$ cat src/rtl/y86_pkg.sv
// rtl/y86_pkg.sv - Y86-64 icode/stat constants and memory-stage FSM states
package y86_pkg;

    localparam logic [3:0] IHALT   = 4'h0;
    localparam logic [3:0] INOP    = 4'h1;
    localparam logic [3:0] IRRMOVQ = 4'h2;
    localparam logic [3:0] IIRMOVQ = 4'h3;
    localparam logic [3:0] IRMMOVQ = 4'h4;
    localparam logic [3:0] IMRMOVQ = 4'h5;
    localparam logic [3:0] IOPQ    = 4'h6;
    localparam logic [3:0] IJXX    = 4'h7;
    localparam logic [3:0] ICALL   = 4'h8;
    localparam logic [3:0] IRET    = 4'h9;
    localparam logic [3:0] IPUSHQ  = 4'hA;
    localparam logic [3:0] IPOPQ   = 4'hB;

    localparam logic [2:0] STAT_AOK = 3'd1;
    localparam logic [2:0] STAT_HLT = 3'd2;
    localparam logic [2:0] STAT_ADR = 3'd3;
    localparam logic [2:0] STAT_INS = 3'd4;

    typedef enum logic [1:0] {
        S_IDLE = 2'd0,
        S_REQ  = 2'd1,
        S_DONE = 2'd2
    } mem_state_e;

    function automatic logic is_mem_write(input logic [3:0] ic);
        return (ic == IRMMOVQ) || (ic == IPUSHQ) || (ic == ICALL);
    endfunction

    function automatic logic is_mem_read(input logic [3:0] ic);
        return (ic == IMRMOVQ) || (ic == IRET) || (ic == IPOPQ);
    endfunction

endpackage

$ cat src/rtl/memory_stage.sv
// rtl/memory_stage.sv - Y86-64 memory stage: fault screening, one req/ack data access, valM and stat
module memory_stage
    import y86_pkg::*;
#(
    parameter int DMEM_BYTES  = 1024,
    parameter int ACK_TIMEOUT = 16
) (
    input  logic        clk,
    input  logic        rst_n,
    input  logic        start,
    input  logic [3:0]  icode,
    input  logic [63:0] valE,
    input  logic [63:0] valA,
    input  logic [63:0] valP,
    input  logic        instr_valid,
    input  logic        imem_error,
    output logic        mem_req,
    output logic        mem_we,
    output logic [63:0] mem_addr,
    output logic [63:0] mem_wdata,
    input  logic [63:0] mem_rdata,
    input  logic        mem_ack,
    output logic [63:0] valM,
    output logic        done,
    output logic        busy,
    output logic [2:0]  stat
);

    localparam int          CW       = $clog2(ACK_TIMEOUT + 1);
    localparam logic [63:0] ADDR_MAX = 64'(DMEM_BYTES - 8);

    mem_state_e  state_q, state_d;
    logic [CW-1:0] cnt_q, cnt_d;
    logic [2:0]  stat_q, stat_d;
    logic [63:0] val_m_q, val_m_d;
    logic        we_q, we_d;
    logic [63:0] addr_q, addr_d;
    logic [63:0] wdata_q, wdata_d;

    logic        acc_rd, acc_wr;
    logic [63:0] acc_addr, acc_wdata;

    always_comb begin
        acc_rd    = is_mem_read(icode);
        acc_wr    = is_mem_write(icode);
        // ret/popq read through the old stack pointer, everything else through valE
        acc_addr  = (icode == IRET || icode == IPOPQ) ? valA : valE;
        acc_wdata = (icode == ICALL) ? valP : valA;

        state_d = state_q;
        cnt_d   = cnt_q;
        stat_d  = stat_q;
        val_m_d = val_m_q;
        we_d    = we_q;
        addr_d  = addr_q;
        wdata_d = wdata_q;

        case (state_q)
            S_IDLE: begin
                if (start && stat_q == STAT_AOK) begin
                    cnt_d   = '0;
                    state_d = S_DONE;
                    if (imem_error) begin
                        stat_d = STAT_ADR;
                    end else if (!instr_valid) begin
                        stat_d = STAT_INS;
                    end else if (icode == IHALT) begin
                        stat_d = STAT_HLT;
                    end else if (acc_rd || acc_wr) begin
                        if (acc_addr > ADDR_MAX) begin
                            stat_d = STAT_ADR;
                        end else begin
                            we_d    = acc_wr;
                            addr_d  = acc_addr;
                            wdata_d = acc_wdata;
                            state_d = S_REQ;
                        end
                    end
                end
            end
            S_REQ: begin
                if (mem_ack) begin
                    if (!we_q) begin
                        val_m_d = mem_rdata;
                    end
                    state_d = S_DONE;
                end else if (cnt_q == CW'(ACK_TIMEOUT - 1)) begin
                    stat_d  = STAT_ADR;
                    state_d = S_DONE;
                end else begin
                    cnt_d = cnt_q + 1'b1;
                end
            end
            S_DONE: begin
                state_d = S_IDLE;
            end
            default: begin
                state_d = S_IDLE;
            end
        endcase
    end

    always_ff @(posedge clk or negedge rst_n) begin
        if (!rst_n) begin
            state_q <= S_IDLE;
            cnt_q   <= '0;
            stat_q  <= STAT_AOK;
            val_m_q <= '0;
            we_q    <= 1'b0;
            addr_q  <= '0;
            wdata_q <= '0;
        end else begin
            state_q <= state_d;
            cnt_q   <= cnt_d;
            stat_q  <= stat_d;
            val_m_q <= val_m_d;
            we_q    <= we_d;
            addr_q  <= addr_d;
            wdata_q <= wdata_d;
        end
    end

    // req comes straight from the state flop so an async reset kills it immediately
    assign mem_req   = (state_q == S_REQ);
    assign busy      = (state_q == S_REQ);
    assign done      = (state_q == S_DONE);
    assign mem_we    = we_q;
    assign mem_addr  = addr_q;
    assign mem_wdata = wdata_q;
    assign valM      = val_m_q;
    assign stat      = stat_q;

endmodule
$ cat config.mk
export PLATFORM = sky130hd
export DESIGN_NAME = memory_stage
export DESIGN_NICKNAME = d
export VERILOG_FILES = /design/src/rtl/y86_pkg.sv /design/src/rtl/memory_stage.sv
export SDC_FILE = /design/constraint.sdc
export NUM_CORES = 1
export LEC_CHECK = 0
export ABC_AREA = 1
export BUFFER_PORTS_ARGS = -buffer_cell sky130_fd_sc_hd__clkbuf_2
export CORE_ASPECT_RATIO = 0.6
export CORE_UTILIZATION = 29
export DETAILED_ROUTE_END_ITERATION = 12
export PLACE_DENSITY = 0.52
export SKIP_CTS_REPAIR_TIMING = 1
export SLEW_MARGIN = 20
export SYNTH_ARGS = -nofsm -noshare
export SYNTH_HDL_FRONTEND = slang
export SYNTH_SLANG_ARGS = --single-unit
export TNS_END_PERCENT = 1
$ cat constraint.sdc
create_clock -name clk -period 5.11 [get_ports clk]
set_input_delay 0 -clock clk [delete_from_list [all_inputs] [get_ports clk]]
set_output_delay 0 -clock clk [all_outputs]
set_load 0.02 [all_outputs]
==> results.tsv, run 1 <==
stage	metric	value	unit
layout	area of the multi-input gates	4270	sq um
pwr	Sw Pwr	1.11	mW
pwr	sw frac	27.3	%
layout	Final nets	2112	
sta	Slew Limit Fails	0	
synth	Synth area leader	dfrtp_1	
pwr	Pint	2.95	mW
worst_setup_path	critical path class	input port to flip-flop	
floorplanning	Die Span X	244	um
routing	Pre-antenna DRT Iters	5	
global_route	pin count of the biggest net entering global routing	115	
synth	synth warn	0	
layout	FILL cells	3371	
synth	share of the synthesized area in the top cell type	49.7	%
synth	Seq/Total Area, Yosys	49.9	%
sta	Fin. Hold Viols	6	
synth	Yosys reg bits	203	
routing	vias	10900	
sta	Slew @ Worst Pin	1.11	ns
sta	Max Clock Skew	0.0108	ns
routing	M1 WL	18900	um
clocking	clock latency on the worst-skew pair	0.52	ns
layout	Area Overhead vs Synth	54.5	%
worst_setup_path	crit-path max FO	48	
synth	synthesized net count	1480	
status	status	finished with violations	
sta	WHS	-0.0238	ns
pwr	cell leakage power	9.26	nW
synth	Synth Area per Inst	8.39	sq um
pwr	Logic pwr share	16.8	%
placement	HPWL after DPL	29300	um
routing	DRT iter0 DRCs	817	
clocking	clock sinks	203	
sta	Max transition margin	25.7	%
worst_setup_path	Worst EP required	5.52	ns
sta	# setup viols final	0	
clocking	CTS Root Cell	clkbuf_16	
clocking	CTS H-tree lvls	1	
pwr	Power, Total	4.05	mW
clocking	CTS Buf Count	23	
floorplanning	# rows	52	
sta	fin crit share	56.3	%
placement	Final Wtd Congestion	0.909	
run	# Max-Cap Violations	0	
routing	Residual DRC	0	
floorplanning	Die ar.	35900	sq um
routing	vias per cell	4.68	
pwr	clock share of power	42.8	%
synth	Synth Instances	1212	
routing	Post-Route WL	41200	um
clocking	clock tree buffer depth	3	
routing	DR WL/cell	17.8	um
floorplanning	area of the core	34100	sq um
sta	f_max	0.348	GHz
worst_setup_path	CP arrival	3.29	ns
layout	FF/Latch Area	5080	sq um
global_route	initial antenna violation count	2	
sta	Setup TNS Final	0	ns
global_route	vias in the first global route	9743	
global_route	Overflow after GRT	0	
pwr	Peak VDD IR	186	uV
sta	minimum clock period	2.88	ns
routing	Final ANT Viol Nets	0	
hold_path	Min-Delay Path Class	input port to flip-flop	
worst_setup_path	startpoint class of the critical path	input port	
clocking	CTS tree	yes	
placement	IO buf count	464	
synth	Yosys cell types	31	
routing	WL met3	2570	um
floorplanning	initial core utilization	29.8	%
synth	Post-Syn Area	10200	sq um
pwr	pwr dens	258	nW/um^2
status	violated checks	negative hold slack	
synth	top cells by area, synth	dfrtp_1 (50%), nand2_1 (15%), mux2_2 (12%)	
floorplanning	Die Ht	147	um
routing	met2 wire length	19000	um
routing	max layer used	met5	
floorplanning	Ports	465	
worst_setup_path	CP endpoint kind	flip-flop	
layout	layout cells sized above 1	34.0	%
global_route	GRT Overall Usage	21.3	%
clocking	Clk pin slew, worst setup/hold paths	0.06	ns
sta	RSZ-0062 raised after global routing	false	
global_route	first-pass GRT wire length	59300	um
pwr	Sequential Power Share	40.4	%
## kinds of logic (layout without fill, tap and decap cells)
family | Yosys count | after routing | share of synthesized area, %
AND/OR/NAND/NOR | 644 | 644 | 27.2
XOR/XNOR | 1 | 1 | 0.0861
multiplexers | 107 | 107 | 11.8
AO/OA/AOI/OAI | 46 | 46 | 2.37
flip-flops | 203 | 203 | 49.9
other | 0 | 1 | 0
adder cells (fa/ha/maj) | 2 | 2 | 0.246
buffers and inverters | 209 | 855 | 8.34
## metrics by stage
stage	setup slack (ns)	cells	area [sq um]	util, %	hold WS (ns)
floorplan	3.24	1212	10200	-	-0.296
global placement	1.79	2073	12900	37.7	0.0892
detailed placement	1.77	2073	12900	37.7	0.0803
CTS	2.33	2112	13600	40.0	-0.473
global route	1.98	2317	15700	46.1	0.000138
finish	2.23	2318	15700	46.1	-0.0238
## routing by layer
metal | GRT usage (%) | vias to the layer above
met5 | 0 | -
met4 | 3.56 | 2
met3 | 3.82 | 53
met2 | 32.8 | 394
met1 | 31.5 | 5246
li1 | - | 5156
## power groups by stage
stage | logic (mW) | clock network [mW] | registers (mW)
2_1_floorplan | 0.255 | 0 | 1.68
3_3_place_gp | 0.533 | 0 | 1.67
3_5_place_dp | 0.531 | 0 | 1.67
4_1_cts | 0.535 | 1.79 | 1.64
5_1_grt | 0.739 | 1.85 | 1.64
6_report | 0.681 | 1.73 | 1.64
## worst max-delay path, cell delays in order
cell,delay (ns)
clkbuf_2,0.12
inv_2,0.21
nand3_4,0.47
buf_4,0.40
o21ai_0,0.37
nand2_1,0.09
nor2_1,0.12
nand2_1,0.05
nor2_1,0.14
nand3_1,0.14
nor2_4,0.38
buf_4,0.48
nand2_1,0.14
nand3b_1,0.11
inv_1,0.04
## layout by cell type, fill, tap and decap left out, types with 2 or more instances in the layout
cell and instances:
clkbuf_2 463, nand2_1 394, dlygate4sd3_1 204, dfrtp_1 202, inv_1 132, mux2_2 107, nand4_1 90, nor2_1 89
nand3_1 55, a21oi_1 23, clkbuf_16 23, o21ai_0 18, buf_4 11, nand3b_1 4, clkbuf_8 4, inv_2 3
nor2_4 3, bufinv_16 3, clkbuf_1 3, and2_1 2, nor3_1 2, ha_1 2, clkinv_2 2, clkinv_4 2
## state kept, by name, indices dropped and copies added (netlist names)
register	count
stat	3
mem_addr	64
cnt_q	5
mem_we	1
mem_wdata	64
state_q	2
valM	64
## synth_stat cells (all sizes together)
library cell  number
o311ai             1
dfstp              1
nand3             56
buf               40
mux2             107
xor2               1
o21bai             1
o21ai             19
clkbuf            34
clkinv             1
ha                 2
nand4             91
nor4               1
nor3               2
inv              134
a21boi             1
a21oi             23
o31ai              1
nor2              92
nand3b             4
dfrtp            202
nand2            396
and2               2
## worst paths after layout
check	slack, ns	cells after the start	end	startpoint
worst max-delay path	2.23	15	state_q[1]	icode[2]
worst min-delay path	-0.02	5	mem_wdata[45]	valA[45]
worst max register to register	2.49	7	state_q[1]	state_q[0]
worst min register to register	0.47	2	mem_addr[31]	mem_addr[31]
max in group asynchronous	3.90	3	mem_wdata[13]	rst_n
min in group asynchronous	0.09	2	mem_addr[48]	rst_n
## final cells by class
type                       instances  area share, %
sequential                       203           32.3
timing repair buffer             681           28.7
multi-input combinational        800           27.2
clock buffer                      30           4.08
tap                              459           3.65
inverter                         135           3.22
clock inverter                     9          0.852
antenna                            1         0.0159
No activity file was read; power rests on OpenSTA's default activity.
==> run 2: changes to the inputs <==
==> constraint.sdc (replaced) <==
create_clock -name clk -period 2.95 [get_ports clk]
set_input_delay 0 -clock clk [delete_from_list [all_inputs] [get_ports clk]]
set_output_delay 0 -clock clk [all_outputs]
set_load 0.02 [all_outputs]
==> run 2 against run 1 <==
  * The run still ends with negative hold slack left
  * Non-clock buffer count increased by 18
  * Clock power rose by 64%
  * Critical path depth is 2 lower
  * Die area is the same
  * Sequential power increased by 73%
  * Core utilization up 0.54 points
  * Combinational power up 76%
  * Global-route usage about the same
  * Setup slack got worse by 1.5 ns
  * Count of clock-buffer cells in the layout is 1 lower
  * Power grew 70%
  * Cell count grew 0.86%
==> results.tsv, run 2 (synthesis gave the netlist of run 1 again) <==
stage	metric	value	unit
status	status	finished with violations	
status	violated checks	negative hold slack	
sta	Max Clock Skew	0.0289	ns
hold_path	Min-Delay Path Class	input port to flip-flop	
floorplanning	Die Span X	244	um
layout	Core Util, Final	46.6	%
routing	vias per cell	4.59	
clocking	clock tree buffer depth	3	
clocking	CTS Buf Count	23	
layout	most frequent cells in the layout	clkbuf_2 (463), nand2_1 (394), dlygate4sd3_1 (212)	
pwr	pwr dens	433	nW/um^2
sta	WHS	-0.0242	ns
placement	HPWL after DPL	29900	um
pwr	cell leakage power	9.35	nW
floorplanning	# rows	52	
pwr	Sw Pwr	1.94	mW
worst_setup_path	critical path class	input port to flip-flop	
placement	IO buf count	464	
sta	f_max	0.449	GHz
global_route	pin count of the biggest net entering global routing	85	
global_route	vias in the first global route	9854	
placement	Final Wtd Congestion	0.905	
floorplanning	Die ar.	35900	sq um
routing	Residual DRC	0	
pwr	clock share of power	41.3	%
layout	Area Overhead vs Synth	56.3	%
sta	fin crit share	75.5	%
routing	Final ANT Viol Nets	0	
global_route	GRT Overall Usage	21.4	%
worst_setup_path	Worst EP required	3.36	ns
worst_setup_path	startpoint class of the critical path	input port	
sta	minimum clock period	2.23	ns
routing	vias	10700	
clocking	clock sinks	203	
clocking	CTS H-tree lvls	1	
worst_setup_path	r2r setup slk	1.00	ns
sta	Slew @ Worst Pin	0.814	ns
worst_setup_path	CP endpoint kind	flip-flop	
run	# Max-Cap Violations	0	
floorplanning	area of the core	34100	sq um
routing	Pre-antenna DRT Iters	6	
pwr	Power, Total	6.88	mW
floorplanning	initial core utilization	29.8	%
pwr	Peak VDD IR	378	uV
clocking	clock latency on the worst-skew pair	0.54	ns
sta	Max transition margin	45.7	%
worst_setup_path	CP arrival	2.64	ns
layout	layout cells sized above 1	34.2	%
pwr	Sequential Power Share	41.3	%
floorplanning	Die Ht	147	um
placement	placed insts	2084	
clocking	CTS tree	yes	
global_route	first-pass GRT wire length	59400	um
routing	DR WL/cell	17.6	um
clocking	CTS Root Cell	clkbuf_16	
floorplanning	Ports	465	
layout	Final nets	2130	
sta	# setup viols final	0	
global_route	initial antenna violation count	1	
sta	Fin. Hold Viols	3	
layout	Layout Cells excl Fill	2338	
layout	most common cell after layout, fill and taps aside	clkbuf_2	
sta	Slew Limit Fails	0	
global_route	Overflow after GRT	0	
sta	RSZ-0062 raised after global routing	false	
sta	Setup TNS Final	0	ns
clocking	Clk pin slew, worst setup/hold paths	0.06	ns
worst_setup_path	crit-path max FO	54	
pwr	sw frac	28.2	%
routing	Post-Route WL	41100	um
pwr	Pint	4.94	mW
pwr	Logic pwr share	17.4	%
routing	DRT iter0 DRCs	724	
==> run 2: power groups by stage <==
stage,clock [mW],combinational (mW),sequential (mW)
after floorplan,0,0.441,2.91
after global placement,0,0.939,2.89
after detailed placement,0,0.939,2.89
after CTS,2.94,0.943,2.84
after global routing,3.05,1.30,2.84
final,2.84,1.20,2.84
==> run 2: final cells by class <==
cell class | instances | area, sq um
Inverter | 135 | 507
Sequential cell | 203 | 5080
Multi-Input combinational cell | 800 | 4270
Tap cell | 459 | 574
Clock buffer | 29 | 628
Antenna cell | 1 | 2.50
Clock inverter | 12 | 108
Fill cell | 3421 | 18200
Timing Repair Buffer | 699 | 4730
==> run 2: critical path, stage by stage <==
cell      delay (ns)
clkbuf_2        0.13
inv_2           0.20
nand3_4         0.14
buf_12          0.20
o21ai_0         0.52
nand4_1         0.17
nor2_1          0.31
nand2_1         0.09
nor2_1          0.18
nand4_2         0.12
buf_4           0.32
nand2_1         0.14
inv_1           0.05
==> run 2: worst paths after layout <==
check,startpoint,to,cells past startpoint
max,icode[2],mem_addr[33],13
min,valE[2],mem_addr[2],7
max reg2reg,state_q[0],valM[31],6
min reg2reg,mem_addr[12],mem_addr[12],2
max in group asynchronous,rst_n,valM[55],3
min in group asynchronous,rst_n,valM[32],2
==> run 2: metal layers <==
layer  share of wire (%)  track usage, %  routed length, um
met3                 7.4            4.75               3040
met4                 2.1            4.63                859
met2                  46            32.4              18900
met1                  45            31.0              18300
met5                   0               0                  0
==> run 2: per-stage QoR <==
| stage | setup WS (ns) | area [sq um] |
|---|---|---|
| after global placement | 0.249 | 13000 |
| after global routing | 0.448 | 15900 |
| final | 0.721 | 15900 |
| after detailed placement | 0.231 | 13000 |
| after floorplan | 1.08 | 10200 |
| after CTS | 0.765 | 13800 |
